===== config.mk =====
export PLATFORM = sky130hd
export DESIGN_NAME = bcd_decode_scheduler_flat
export DESIGN_NICKNAME = d
export VERILOG_FILES = /design/src/rtl/bcd_decode_scheduler_if.sv /design/src/rtl/bcd_decode_scheduler.sv /design/src/flat_wrapper.sv
export SDC_FILE = /design/constraint.sdc
export NUM_CORES = 1
export LEC_CHECK = 0
export CAP_MARGIN = 20
export CORE_ASPECT_RATIO = 0.7
export CORE_MARGIN = 5
export CORE_UTILIZATION = 40
export DETAILED_ROUTE_END_ITERATION = 8
export GPL_TIMING_DRIVEN = 0
export PLACE_DENSITY = 0.73
export SYNTH_ARGS = -nofsm -noshare
export SYNTH_HDL_FRONTEND = slang
export SYNTH_SLANG_ARGS = --single-unit
export TNS_END_PERCENT = 100

===== constraint.sdc =====
create_clock -name clk -period 6.9 [get_ports clk]
set_input_delay 1.035 -clock clk [delete_from_list [all_inputs] [get_ports clk]]
set_output_delay 1.035 -clock clk [all_outputs]
set_load 0.02 [all_outputs]

===== src/rtl/bcd_decode_scheduler_if.sv =====
// Handshake bundle between the BCD decode scheduler, its requesters, the shared
// two-digit decoder and the character renderer.
interface bcd_decode_scheduler_if #(
    parameter int NUM_FIELDS = 3
);
    logic [NUM_FIELDS-1:0]   req;
    logic [6*NUM_FIELDS-1:0] field_values;
    logic [5:0]              dec_number;
    logic [3:0]              dec_decimals;
    logic [3:0]              dec_units;
    logic [8*NUM_FIELDS-1:0] digits_out;
    logic [NUM_FIELDS-1:0]   ack;
    logic [NUM_FIELDS-1:0]   err;
    logic                    busy;

    modport master (
        output req, field_values, dec_decimals, dec_units,
        input  dec_number, digits_out, ack, err, busy
    );

    modport slave (
        input  req, field_values, dec_decimals, dec_units,
        output dec_number, digits_out, ack, err, busy
    );
endinterface


===== src/rtl/bcd_decode_scheduler.sv =====
// Round-robin scheduler sharing one registered binary-to-BCD decoder between
// NUM_FIELDS display fields. Define INIT_SCAN_EN to decode every field once after reset.
module bcd_decode_scheduler #(
    parameter int NUM_FIELDS = 3,
    parameter int DEC_LAT    = 1
) (
    input logic                   clk,
    input logic                   reset,
    bcd_decode_scheduler_if.slave bus
);
    localparam int GW = (NUM_FIELDS > 1) ? $clog2(NUM_FIELDS) : 1;
    localparam int CW = 3;

    typedef logic [GW-1:0] idx_t;
    typedef enum logic [1:0] {S_IDLE, S_WAIT, S_CAPTURE} state_t;

    state_t                  state_q, state_d;
    logic [NUM_FIELDS-1:0]   pending_q, pending_d;
    idx_t                    last_grant_q, last_grant_d;
    idx_t                    grant_q, grant_d;
    logic [CW-1:0]           cnt_q, cnt_d;
    logic [5:0]              dec_number_q, dec_number_d;
    logic [8*NUM_FIELDS-1:0] digits_q, digits_d;
    logic [NUM_FIELDS-1:0]   ack_q, ack_d;
    logic [NUM_FIELDS-1:0]   err_q, err_d;
    logic [NUM_FIELDS-1:0]   clr;
    logic                    found;
    idx_t                    pick;

    // First pending field at or after last_grant+1, wrapping.
    always_comb begin
        int unsigned idx;
        idx_t        cand;
        found = 1'b0;
        pick  = last_grant_q;
        for (int unsigned k = 1; k <= NUM_FIELDS; k++) begin
            idx = 32'(last_grant_q) + k;
            if (idx >= NUM_FIELDS)
                idx = idx - NUM_FIELDS;
            cand = idx_t'(idx);
            if (!found && pending_q[cand]) begin
                found = 1'b1;
                pick  = cand;
            end
        end
    end

    always_comb begin
        state_d      = state_q;
        last_grant_d = last_grant_q;
        grant_d      = grant_q;
        cnt_d        = cnt_q;
        dec_number_d = dec_number_q;
        digits_d     = digits_q;
        ack_d        = '0;
        err_d        = err_q;
        clr          = '0;

        case (state_q)
            S_IDLE: begin
                if (found) begin
                    grant_d      = pick;
                    last_grant_d = pick;
                    cnt_d        = CW'(DEC_LAT);
                    state_d      = S_WAIT;
                    for (int unsigned i = 0; i < NUM_FIELDS; i++) begin
                        if (idx_t'(i) == pick) begin
                            dec_number_d = bus.field_values[6*i +: 6];
                            clr[i]       = 1'b1;
                        end
                    end
                end
            end
            S_WAIT: begin
                cnt_d = cnt_q - CW'(1);
                if (cnt_q == CW'(1))
                    state_d = S_CAPTURE;
            end
            S_CAPTURE: begin
                state_d = S_IDLE;
                for (int unsigned i = 0; i < NUM_FIELDS; i++) begin
                    if (idx_t'(i) == grant_q) begin
                        digits_d[8*i +: 8] = {bus.dec_decimals, bus.dec_units};
                        ack_d[i]           = 1'b1;
                        err_d[i]           = (bus.dec_decimals == 4'hF) || (bus.dec_units == 4'hF);
                    end
                end
            end
            default: state_d = S_IDLE;
        endcase

        // A request landing in the grant cycle survives the clear.
        pending_d = (pending_q & ~clr) | bus.req;
    end

    always_ff @(posedge clk) begin
        if (reset) begin
            state_q      <= S_IDLE;
`ifdef INIT_SCAN_EN
            pending_q    <= '1;
`else
            pending_q    <= '0;
`endif
            last_grant_q <= idx_t'(NUM_FIELDS - 1);
            grant_q      <= '0;
            cnt_q        <= '0;
            dec_number_q <= '0;
            digits_q     <= '0;
            ack_q        <= '0;
            err_q        <= '0;
        end else begin
            state_q      <= state_d;
            pending_q    <= pending_d;
            last_grant_q <= last_grant_d;
            grant_q      <= grant_d;
            cnt_q        <= cnt_d;
            dec_number_q <= dec_number_d;
            digits_q     <= digits_d;
            ack_q        <= ack_d;
            err_q        <= err_d;
        end
    end

    assign bus.dec_number = dec_number_q;
    assign bus.digits_out = digits_q;
    assign bus.ack        = ack_q;
    assign bus.err        = err_q;
    assign bus.busy       = (state_q != S_IDLE) || (|pending_q);

endmodule


===== src/flat_wrapper.sv =====
// flat-port wrapper written by rule: the top's interface ports become plain ports
module bcd_decode_scheduler_flat 
#(
    parameter int NUM_FIELDS = 3,
    parameter int DEC_LAT    = 1
)
  (clk, reset, bus_req, bus_field_values, bus_dec_decimals, bus_dec_units, bus_dec_number, bus_digits_out, bus_ack, bus_err, bus_busy);
  bcd_decode_scheduler_if #(.NUM_FIELDS(NUM_FIELDS)) bus_i ();
  input logic clk;
  input logic reset;
  input wire logic [$bits(bus_i.req)-1:0] bus_req;
  input wire logic [$bits(bus_i.field_values)-1:0] bus_field_values;
  input wire logic [$bits(bus_i.dec_decimals)-1:0] bus_dec_decimals;
  input wire logic [$bits(bus_i.dec_units)-1:0] bus_dec_units;
  output wire logic [$bits(bus_i.dec_number)-1:0] bus_dec_number;
  output wire logic [$bits(bus_i.digits_out)-1:0] bus_digits_out;
  output wire logic [$bits(bus_i.ack)-1:0] bus_ack;
  output wire logic [$bits(bus_i.err)-1:0] bus_err;
  output wire logic [$bits(bus_i.busy)-1:0] bus_busy;
  assign bus_i.req = bus_req;
  assign bus_i.field_values = bus_field_values;
  assign bus_i.dec_decimals = bus_dec_decimals;
  assign bus_i.dec_units = bus_dec_units;
  assign bus_dec_number = bus_i.dec_number;
  assign bus_digits_out = bus_i.digits_out;
  assign bus_ack = bus_i.ack;
  assign bus_err = bus_i.err;
  assign bus_busy = bus_i.busy;
  bcd_decode_scheduler #(.NUM_FIELDS(NUM_FIELDS), .DEC_LAT(DEC_LAT)) u_core (.clk(clk), .reset(reset), .bus(bus_i));
endmodule

Word level (Yosys, flattened, before mapping):

Index checks and enable logic that the tools add are counted.

* $add $sub $neg: 7
* order comparisons: 6
* equal/unequal tests: 11
* muxes and demuxes: 31
* bitwise gates (word level): 4
* reduce and logical (&&, ||, !) cells: 21

Operator list (number)
* $mux W6: 3
* $mux W2: 8
* $mux W1: 12
* $reduce_and A2 Y1: 6
* $ge A3 B2 Y1 const B: 3
* $lt A2 B3 Y1 const B: 3
* $mux W3: 3
* $eq A4 B4 Y1 const B: 2
* $add A2 B2 Y3 const B: 2
* $bmux W1 S2: 3
* $logic_not A2 Y1: 3
* $pmux W3 S2: 1
* $sub A2 B2 Y2 const B: 3
* $eq A1 B2 Y1 const A: 2
* $eq A2 B2 Y1 const A: 2
* $ne A2 B1 Y1 const B: 2
* $pmux W2 S2: 1
* $reduce_bool A2 Y1: 2
* $add A2 B1 Y3 const B: 1
* $and A3 B3 Y3: 1
* $eq A3 B1 Y1 const B: 1
* $not A3 Y3: 1
* $or A3 B3 Y3: 1
* $reduce_and A3 Y1: 1
* other kinds (10): 13

* register bits after elaboration: 48
* bits of input ports: 31
* word-level logic and storage cells: 93

Logic depth before layout (Yosys ltp):

Gate-level depths: netlist of run 1.

* depth after elaboration: 19
* gate-level depth with buffers: 11
* depth with buffers taken out: 8

Worst setup path before layout of run 1:

OpenSTA, ideal clock, no wires.

* kind: register to register
* from: register u_core.grant_q[0] (netlist name)
* to: register u_core.dec_number_q[1] (netlist: u_core.bus.dec_number[1])
* arrival: 2336 ps
* data required time: 6780 ps
* path slack: 4444 ps
* cell stages (with the launch flop): 11
* buffers on the path: 2
* period minus slack after synthesis: 2456 ps
* path through: dfxtp_1 buf_2 inv_1 ha_1 a22o_4 or4_4 o211ai_4 and3_1 buf_6 nor3b_1 o31a_1

RTL lines
* end signal: assignment: line bcd_decode_scheduler.sv:117 `dec_number_q <= dec_number_d;`
* end: declaration: line bcd_decode_scheduler.sv:22 `logic [5:0] dec_number_q, dec_number_d;`

Worst setup path after layout of run 1:

* from: register u_core.state_q[1]
* to: output port bus_busy

* longest elaborated chain between the ends: 2

Ends and longest elaborated chain
* start: declaration: line bcd_decode_scheduler.sv:17 `state_t state_q, state_d;`
* start signal: assignment: line bcd_decode_scheduler.sv:112 `state_q <= state_d;`
* $reduce_bool A2 Y1: line bcd_decode_scheduler.sv:128 `assign bus.busy = (state_q != S_IDLE) || (|pending_q);`
* $logic_or A1 B1 Y1: line bcd_decode_scheduler.sv:128
* end: declaration: line flat_wrapper.sv:19 `output wire logic [$bits(bus_i.busy)-1:0] bus_busy;`

No other way between the ends.

==> results of run 1 <==
==> per-layer routing <==
metal / up-vias / wire length (um) / part of all wire [%] / global-route usage (%)
met5: - / 0 / 0 / 0
met3: 4 / 362 / 6.2 / 3.84
met2: 57 / 2580 / 44 / 24.2
met4: 0 / 27 / 0.46 / 3.58
li1: 1042 / - / - / -
met1: 980 / 2870 / 49 / 25.1
==> layout make-up <==
type	instances	share of cell area, %
plain buffers	11	1.98
well taps	72	3.03
repair buffers	67	22.4
clock inverters	2	0.547
flip-flops and latches	47	31.7
clock buffers	6	2.78
inverters	4	0.505
multi-input cells	198	37.1
==> cell families (layout without fill, tap and decap cells) <==
family / Yosys count / count (layout) / share of synthesized area (%)
flops: 47 / 47 / 44.4
compound gates: 64 / 64 / 20.6
xor+xnor: 1 / 1 / 0.414
buf+inv: 15 / 90 / 3.49
mux: 3 / 3 / 1.42
simple gates: 125 / 125 / 26.7
fa+ha+maj: 5 / 5 / 2.96
==> state kept, by name, summed over array words and instances, names as in the netlist <==
name / flops
u_core.bus.digits_out: 24
u_core.state_q: 2
u_core.last_grant_q: 1
u_core.bus.dec_number: 6
u_core.bus.ack: 3
u_core.cnt_q: 3
u_core.grant_q: 2
u_core.bus.err: 3
u_core.pending_q: 3
==> through the flow <==
step	util (%)	total power, mW	hold slack (ns)
6_report	57.4	0.927	0.457
5_1_grt	57.4	0.994	0.473
4_1_cts	57.3	0.929	0.459
3_5_place_dp	55.4	0.754	0.447
3_3_place_gp	55.4	0.747	0.440
2_1_floorplan	-	0.629	0.464
==> worst min-delay path, delay by kind of cell, from the launching register on <==
family	cells	cell delay, ns
compound gates	1	0.05
flops	1	0.32
simple gates	1	0.05
==> cells in the final DEF, fill, tap and decap left out, types with 3 or more instances in the layout <==
cell type,n
nor3b_1,4
o21ai_0,4
a21oi_1,29
nand2_1,67
nor2b_1,5
clkdlybuf4s50_1,66
o31a_1,3
a211oi_1,4
o211ai_1,3
inv_1,4
clkbuf_1,7
mux2i_1,3
dfxtp_1,47
nor3_1,12
clkbuf_8,6
nor2_1,21
buf_2,3
nand2b_1,4
ha_1,5
==> where the power goes <==
group          switching, mW  total [mW]  internal, mW
sequential            0.0225       0.330         0.307
combinational          0.247       0.422         0.175
clock                 0.0927       0.175        0.0818
total                  0.362       0.927         0.564
==> worst max path at each step <==
stage,from,to,slack [ns],cells after the start
after floorplan,u_core.grant_q[0],u_core.bus.dec_number[1],4.44,10
after global placement,u_core.grant_q[0],u_core.pending_q[2],4.13,10
after detailed placement,u_core.grant_q[0],u_core.pending_q[2],4.09,10
after CTS,u_core.state_q[1],bus_busy,3.92,3
after global routing,u_core.grant_q[0],u_core.pending_q[2],3.77,9
final,u_core.state_q[1],bus_busy,3.92,3
==> results.cfg, run 1 <==
[status]
status = completed

[place]
port_buffers = 66
dp_hpwl_um = 4440
placed_area_sq_mm = 0.00287
dp_cells = 398
gp_congestion = 0.808
place_ws_ns = 4.09

[synthesis]
synth.most_common_cell = nand2_1
syn_nets = 296
async_flop_share_pct = 0
yosysSeqAreaShare_pct = 44.4
synth_ff_type = dfxtp_1
synth_area_leaders = dfxtp_1 44%, nand2_1 12%, a21oi_1 6.9%, nor2_1 3.7%, ha_1 3.0%
syn_area_sq_mm = 0.00212
synth_edf_count = 0
synthCells = 260
yosys.area.top_type = dfxtp_1
synth_cell_types = 45
yosys.area.top_type_share_pct = 44.4
avgSynthCellArea_sq_um = 8.14
synth.top_cells.by_count = 67 x nand2_1, 47 x dfxtp_1, 29 x a21oi_1
synth_seq_cells = 47
yosysWarnings = 0

[die]
initial_utilization_pct = 40.9
rows = 22
die-area_sq_mm = 0.00687
die_w_um = 97.0
coreArea_sq_mm = 0.00517
io_pins = 68
die_height_um = 70.9

[power]
powerDensity_mw_per_mm2 = 312
leakage_nw = 1.06
ir_worst_vdd_mv = 0.127

[finish]
final_cells = 407
design_area_sq_mm = 0.00297
nets = 370
drive_gt1_share_pct = 7.16
regArea_sq_um = 941
multi_input_area_sq_mm = 0.00110
nFillCells = 493
areaGrowthSynthToFinish_pct = 40.4
diodes = 0

[hold_path]
hold_class = register to register
worstHoldEndpoint = u_core.bus.dec_number[2]
hold_start = u_core.bus.dec_number[2]
min_path_cells = 2

[clock_tree]
clock-sinks = 47
clockRootBuffer = clkbuf_8
cts_buffer_depth = 2
cts_tree = done
postCtsSetupBuffers = 0
clock_latency_ns = 0.30
cts_buffers = 5
cts.clk_slew.worst_paths_ns = 0.09
htreeDepth = 2
hold_buffers = 0
cts_resized = 0

[global_routing]
antenna_found_initial = 0
grt_pass1_wl_um = 9480
grt.total_usage_pct = 16.7
overflow = 0
grt_max_degree = 16
grt_pass1_vias = 1874

[timing]
slew_headroom_pct = 31.3
setup_viol = 0
hold_viol = 0
rsz0062_at_grt = false
slew_viol_final = 0
worstMarginPinSlew_ns = 1.02
period_needed_ns = 2.98
fin_tns_setup_ns = 0
clock.fmax_mhz = 336
setup_slack_ns = 3.92
clock_skew_ns = 0.00836
fin_crit_sh_pct = 43.1

[setup_path]
critPathTopFamily = simple AND/OR/NAND/NOR gates
worst-path-max-fanout = 4
critical_path.endpoint_type = output pin
slowest_stage = clkdlybuf4s50_1
cpPeakStageDelay_ns = 0.55
reg2reg_to = u_core.pending_q[2]
rr_worst_depth = 9
path_cells = or2_2 -> or4_1 -> clkdlybuf4s50_1
r2r-start = u_core.grant_q[0]
arrival_ns = 1.94
crit_required_ns = 5.86
rrSetupSlack_ns = 4.00
crit_path_start_kind = register
critical_path_class = register to output pin
path_buf_inv = 1

[route]
drt-total-wl_um = 5840
wire_per_inst_um = 14.3
postRouteAntennaNets = 0
drc = 0
via_count = 2083
dr.pass1.iters = 4
avgViaCountPerCell = 5.12
drt_iter0_drc = 125

[flow_run]
maxCapViolations = 0
(Power assumes the default switching activity.)
==> inputs of run 2 (changes only) <==
==> constraint.sdc (replaced) <==
create_clock -name clk -period 3.1 [get_ports clk]
set_input_delay 0.465 -clock clk [delete_from_list [all_inputs] [get_ports clk]]
set_output_delay 0.465 -clock clk [all_outputs]
set_load 0.02 [all_outputs]
==> results.cfg, run 2 (synthesis results as in run 1) <==
[place]
port_buffers = 66
place_ws_ns = 0.290
gp_congestion = 0.808
dp_hpwl_um = 4440

[global_routing]
grt_max_degree = 16
grt.total_usage_pct = 16.7
grt_pass1_wl_um = 9480
antenna_found_initial = 0
overflow = 0
use_met3_pct = 3.84
gr-usage-met1_pct = 25.1
met2_usage_pct = 24.2
grt.busiest_layer = met1
grt_pass1_vias = 1874

[clock_tree]
hold_buffers = 0
clock-sinks = 47
cts_buffer_depth = 2
cts.clk_slew.worst_paths_ns = 0.09
cts_buffers = 5
clock_latency_ns = 0.30
cts_tree = done
htreeDepth = 2
clockRootBuffer = clkbuf_8

[timing]
slew_viol_final = 0
worstMarginPinSlew_ns = 1.02
slew_headroom_pct = 31.3
clock.fmax_mhz = 354
fin_crit_sh_pct = 91.1
fin_tns_setup_ns = 0
period_needed_ns = 2.82
setup_slack_ns = 0.277
clock_skew_ns = 0.00806
setup_viol = 0
rsz0062_at_grt = false
hold_viol = 0

[power]
powerDensity_mw_per_mm2 = 696
leakage_nw = 1.06
power.total_mw = 2.07
ir_worst_vdd_mv = 0.289

[route]
avgViaCountPerCell = 5.03
drc = 0
via_count = 2047
dr.pass1.iters = 4
drt_iter0_drc = 113
postRouteAntennaNets = 0
wire_per_inst_um = 14.3
drt-total-wl_um = 5830

[setup_path]
path_cells = buf_2 -> inv_1 -> ha_1 -> and4b_1 -> o31a_1 -> nor3_2 -> and3_1 -> buf_6 -> nor3b_1 -> o31a_1
critical_path.endpoint_type = register
critical_path_class = register to register
crit_path_start_kind = register
worst-path-max-fanout = 10
arrival_ns = 3.01
crit_required_ns = 3.28
cpMostUsedCell = o31a_1
slowest_stage = ha_1
cpPeakStageDelay_ns = 0.38

[finish]
largest_reg_flops = 24
final_common_cell = nand2_1
layout_common_cells = 67 x nand2_1, 66 x clkdlybuf4s50_1, 47 x dfxtp_1, 29 x a21oi_1, 21 x nor2_1
nFillCells = 491
nets = 370
drive_gt1_share_pct = 7.46
areaGrowthSynthToFinish_pct = 40.7
diodes = 0

[die]
die_w_um = 97.0
die_height_um = 70.9
coreArea_sq_mm = 0.00517
io_pins = 68
rows = 22
die-area_sq_mm = 0.00687
initial_utilization_pct = 40.9

[status]
status = completed

[hold_path]
hold_class = register to register

[flow_run]
maxCapViolations = 0
==> run 2: cell types whose count changed in the layout (fill, tap and decap cells not counted) <==
cell and delta:
a31oi_1 -1, a21boi_1 +1, a21boi_0 -1, a31oi_2 +1
==> run 2: final cells by class <==
cell class                 instances  area [sq um]  share of cell area (%)
clock inverter                     2          16.3                   0.546
inverter                           4          15.0                   0.504
buffer                            11          58.8                    1.97
timing repair buffer              67           666                    22.4
multi-input combinational        198          1110                    37.2
tap                               72          90.1                    3.03
clock buffer                       6          82.6                    2.77
sequential                        47           941                    31.6
==> run 2: path summary, 6_finish.rpt <==
check	start	endpoint	slack, ns	cells after the start
min	u_core.bus.digits_out[21]	u_core.bus.digits_out[21]	0.46	2
max	u_core.grant_q[0]	u_core.bus.dec_number[1]	0.28	10
min reg2reg	u_core.bus.digits_out[21]	u_core.bus.digits_out[21]	0.46	2
max reg2reg	u_core.grant_q[0]	u_core.bus.dec_number[1]	0.28	10
==> run 2: timing repair <==
item | in CTS | in global routing
setup endpoints to repair | 0 | 3
setup buffers | 0 | 0
gates resized for setup | 0 | 2
==> run 2: report_power, final <==
group	leakage (nW)	internal, mW	switching [mW]
Combinational	0.628	0.394	0.555
Sequential	0.382	0.684	0.0502
Clock	0.0474	0.182	0.207
Total	1.06	1.26	0.812
==> run 2: stage by stage <==
stage / util, % / hold slack, ns / cell area (sq um) / std cells
6_report: 57.5 / 0.457 / 2980 / 407
5_1_grt: 57.5 / 0.473 / 2980 / 407
4_1_cts: 57.3 / 0.459 / 2970 / 406
3_5_place_dp: 55.4 / 0.447 / 2870 / 398
3_3_place_gp: 55.4 / 0.440 / 2870 / 398
2_1_floorplan: - / 0.464 / 2120 / 260
==> run 2: layer usage <==
| metal | wire length (um) | part of all wire (%) |
|---|---|---|
| met1 | 2820 | 48 |
| met2 | 2620 | 45 |
| met3 | 376 | 6.4 |
| met4 | 12 | 0.21 |
| met5 | 0 | 0 |
==> run 2: critical path, delay by kind of cell (launching register included) <==
family	cells	cell delay, ns
AO/OA/AOI/OAI	2	0.62
buffers and inverters	3	0.48
flip-flops	1	0.33
AND/OR/NAND/NOR	4	0.89
adder cells (fa/ha/maj)	1	0.38
==> inputs of run 3 (changes only) <==
--- a/config.mk
+++ b/config.mk
@@ -5,13 +5,13 @@
 export SDC_FILE = /design/constraint.sdc
 export NUM_CORES = 1
 export LEC_CHECK = 0
-export CAP_MARGIN = 20
 export CORE_ASPECT_RATIO = 0.7
 export CORE_MARGIN = 5
 export CORE_UTILIZATION = 40
 export DETAILED_ROUTE_END_ITERATION = 8
 export GPL_TIMING_DRIVEN = 0
 export PLACE_DENSITY = 0.73
+export RECOVER_POWER = 100
 export SYNTH_ARGS = -nofsm -noshare
 export SYNTH_HDL_FRONTEND = slang
 export SYNTH_SLANG_ARGS = --single-unit
==> results.cfg, run 3 (synthesis results as in run 1) <==
[status]
status = completed

[timing]
fin_crit_sh_pct = 91.2
setup_viol = 0
slew_viol_final = 0
period_needed_ns = 2.83
clock.fmax_mhz = 354
fin_tns_setup_ns = 0
worstMarginPinSlew_ns = 1.13
hold_viol = 0
slew_headroom_pct = 24.3
rsz0062_at_grt = false
clock_skew_ns = 0.00778

[hold_path]
min_path_cells = 2
hold_class = register to register

[global_routing]
grt_pass1_vias = 1874
overflow = 0
grt_max_degree = 16
antenna_found_initial = 0
grt.total_usage_pct = 16.7
grt_pass1_wl_um = 9480

[clock_tree]
clock-sinks = 47
cts_buffers = 5
cts_tree = done
cts_buffer_depth = 2
cts.clk_slew.worst_paths_ns = 0.09
htreeDepth = 2
clock_latency_ns = 0.30
clockRootBuffer = clkbuf_8

[finish]
areaGrowthSynthToFinish_pct = 40.4
largest_reg_flops = 24
drive_gt1_share_pct = 6.89
post-route-util_pct = 57.4
nFillCells = 492
final_common_cell = nand2_1
nets = 369
diodes = 0
layout_common_cells = 67 x nand2_1, 47 x dfxtp_1, 37 x dlygate4sd3_1, 29 x a21oi_1, 29 x clkdlybuf4s50_1

[place]
gp_congestion = 0.808
port_buffers = 66
dp_hpwl_um = 4440

[die]
initial_utilization_pct = 40.9
die_height_um = 70.9
coreArea_sq_mm = 0.00517
io_pins = 68
rows = 22
die_w_um = 97.0
die-area_sq_mm = 0.00687

[setup_path]
path_cells = buf_2 -> inv_1 -> ha_1 -> and4b_1 -> o31a_1 -> nor3_2 -> and3_1 -> buf_6 -> nor3b_1 -> o31a_1
worst-path-max-fanout = 10
crit_required_ns = 3.28
rr_worst_depth = 10
cpPeakStageDelay_ns = 0.38
cpMostUsedCell = o31a_1
arrival_ns = 3.01
crit_path_start_kind = register
critical_path.endpoint_type = register
critical_path_class = register to register
slowest_stage = ha_1

[power]
leakage_nw = 1.17
powerDensity_mw_per_mm2 = 689
ir_worst_vdd_mv = 0.287

[flow_run]
maxCapViolations = 0

[route]
via_count = 2075
drt_iter0_drc = 110
wire_per_inst_um = 14.3
drt-total-wl_um = 5810
drc = 0
postRouteAntennaNets = 0
avgViaCountPerCell = 5.11
dr.pass1.iters = 4
-- run 3: final cells by class --
| type | instances | area, sq um | share of cell area (%) |
|---|---|---|---|
| inverter | 4 | 15.0 | 0.505 |
| tap | 72 | 90.1 | 3.03 |
| sequential | 47 | 941 | 31.6 |
| clock buffer | 6 | 82.6 | 2.78 |
| timing repair buffer | 66 | 661 | 22.2 |
| multi-input combinational | 198 | 1110 | 37.3 |
| clock inverter | 2 | 16.3 | 0.547 |
| buffer | 11 | 58.8 | 1.98 |
-- run 3: path summary, 6_finish.rpt --
check / start / end / slack, ns
worst max register to register: u_core.grant_q[0] / u_core.bus.dec_number[1] / 0.27
worst min-delay path: u_core.bus.digits_out[21] / u_core.bus.digits_out[21] / 0.45
worst min register to register: u_core.bus.digits_out[21] / u_core.bus.digits_out[21] / 0.45
worst max-delay path: u_core.grant_q[0] / u_core.bus.dec_number[1] / 0.27
-- run 3: timing repair --
item | CTS | global route
gates resized for setup | 0 | 2
setup buffers | 0 | 0
hold buffers | 0 | 0
setup endpoints to repair | 0 | 3
-- run 3: worst max-delay path, delay by kind of cell (launching register included) --
kind                       cells  cell delay [ns]
AOI/OAI and AO/OA              2             0.62
and+or+nand+nor                4             0.89
buffers and inverters          3             0.48
DFF                            1             0.33
adders and majority gates      1             0.38
-- run 3: per-layer routing --
| layer | wire length, um | track usage [%] | up-vias | share of wire [%] |
|---|---|---|---|---|
| li1 | - | - | 1037 | - |
| met1 | 2840 | 25.1 | 985 | 49 |
| met2 | 2640 | 24.2 | 49 | 46 |
| met3 | 295 | 3.84 | 4 | 5.1 |
| met4 | 25 | 3.58 | 0 | 0.43 |
| met5 | 0 | 0 | - | 0 |
-- run 3: metrics by stage --
stage	power [mW]	hold slack [ns]	cell area [sq um]	instances	setup WS, ns
2_1_floorplan	1.40	0.464	2120	260	0.644
3_3_place_gp	1.66	0.440	2870	398	0.326
3_5_place_dp	1.68	0.447	2870	398	0.290
4_1_cts	2.07	0.459	2970	406	0.246
5_1_grt	2.20	0.471	2970	406	0.0959
6_report	2.05	0.455	2970	406	0.272
-- run 3: power by group --
part / switching (mW) / internal, mW
combinational: 0.553 / 0.376
clock: 0.206 / 0.182
sequential: 0.0484 / 0.683
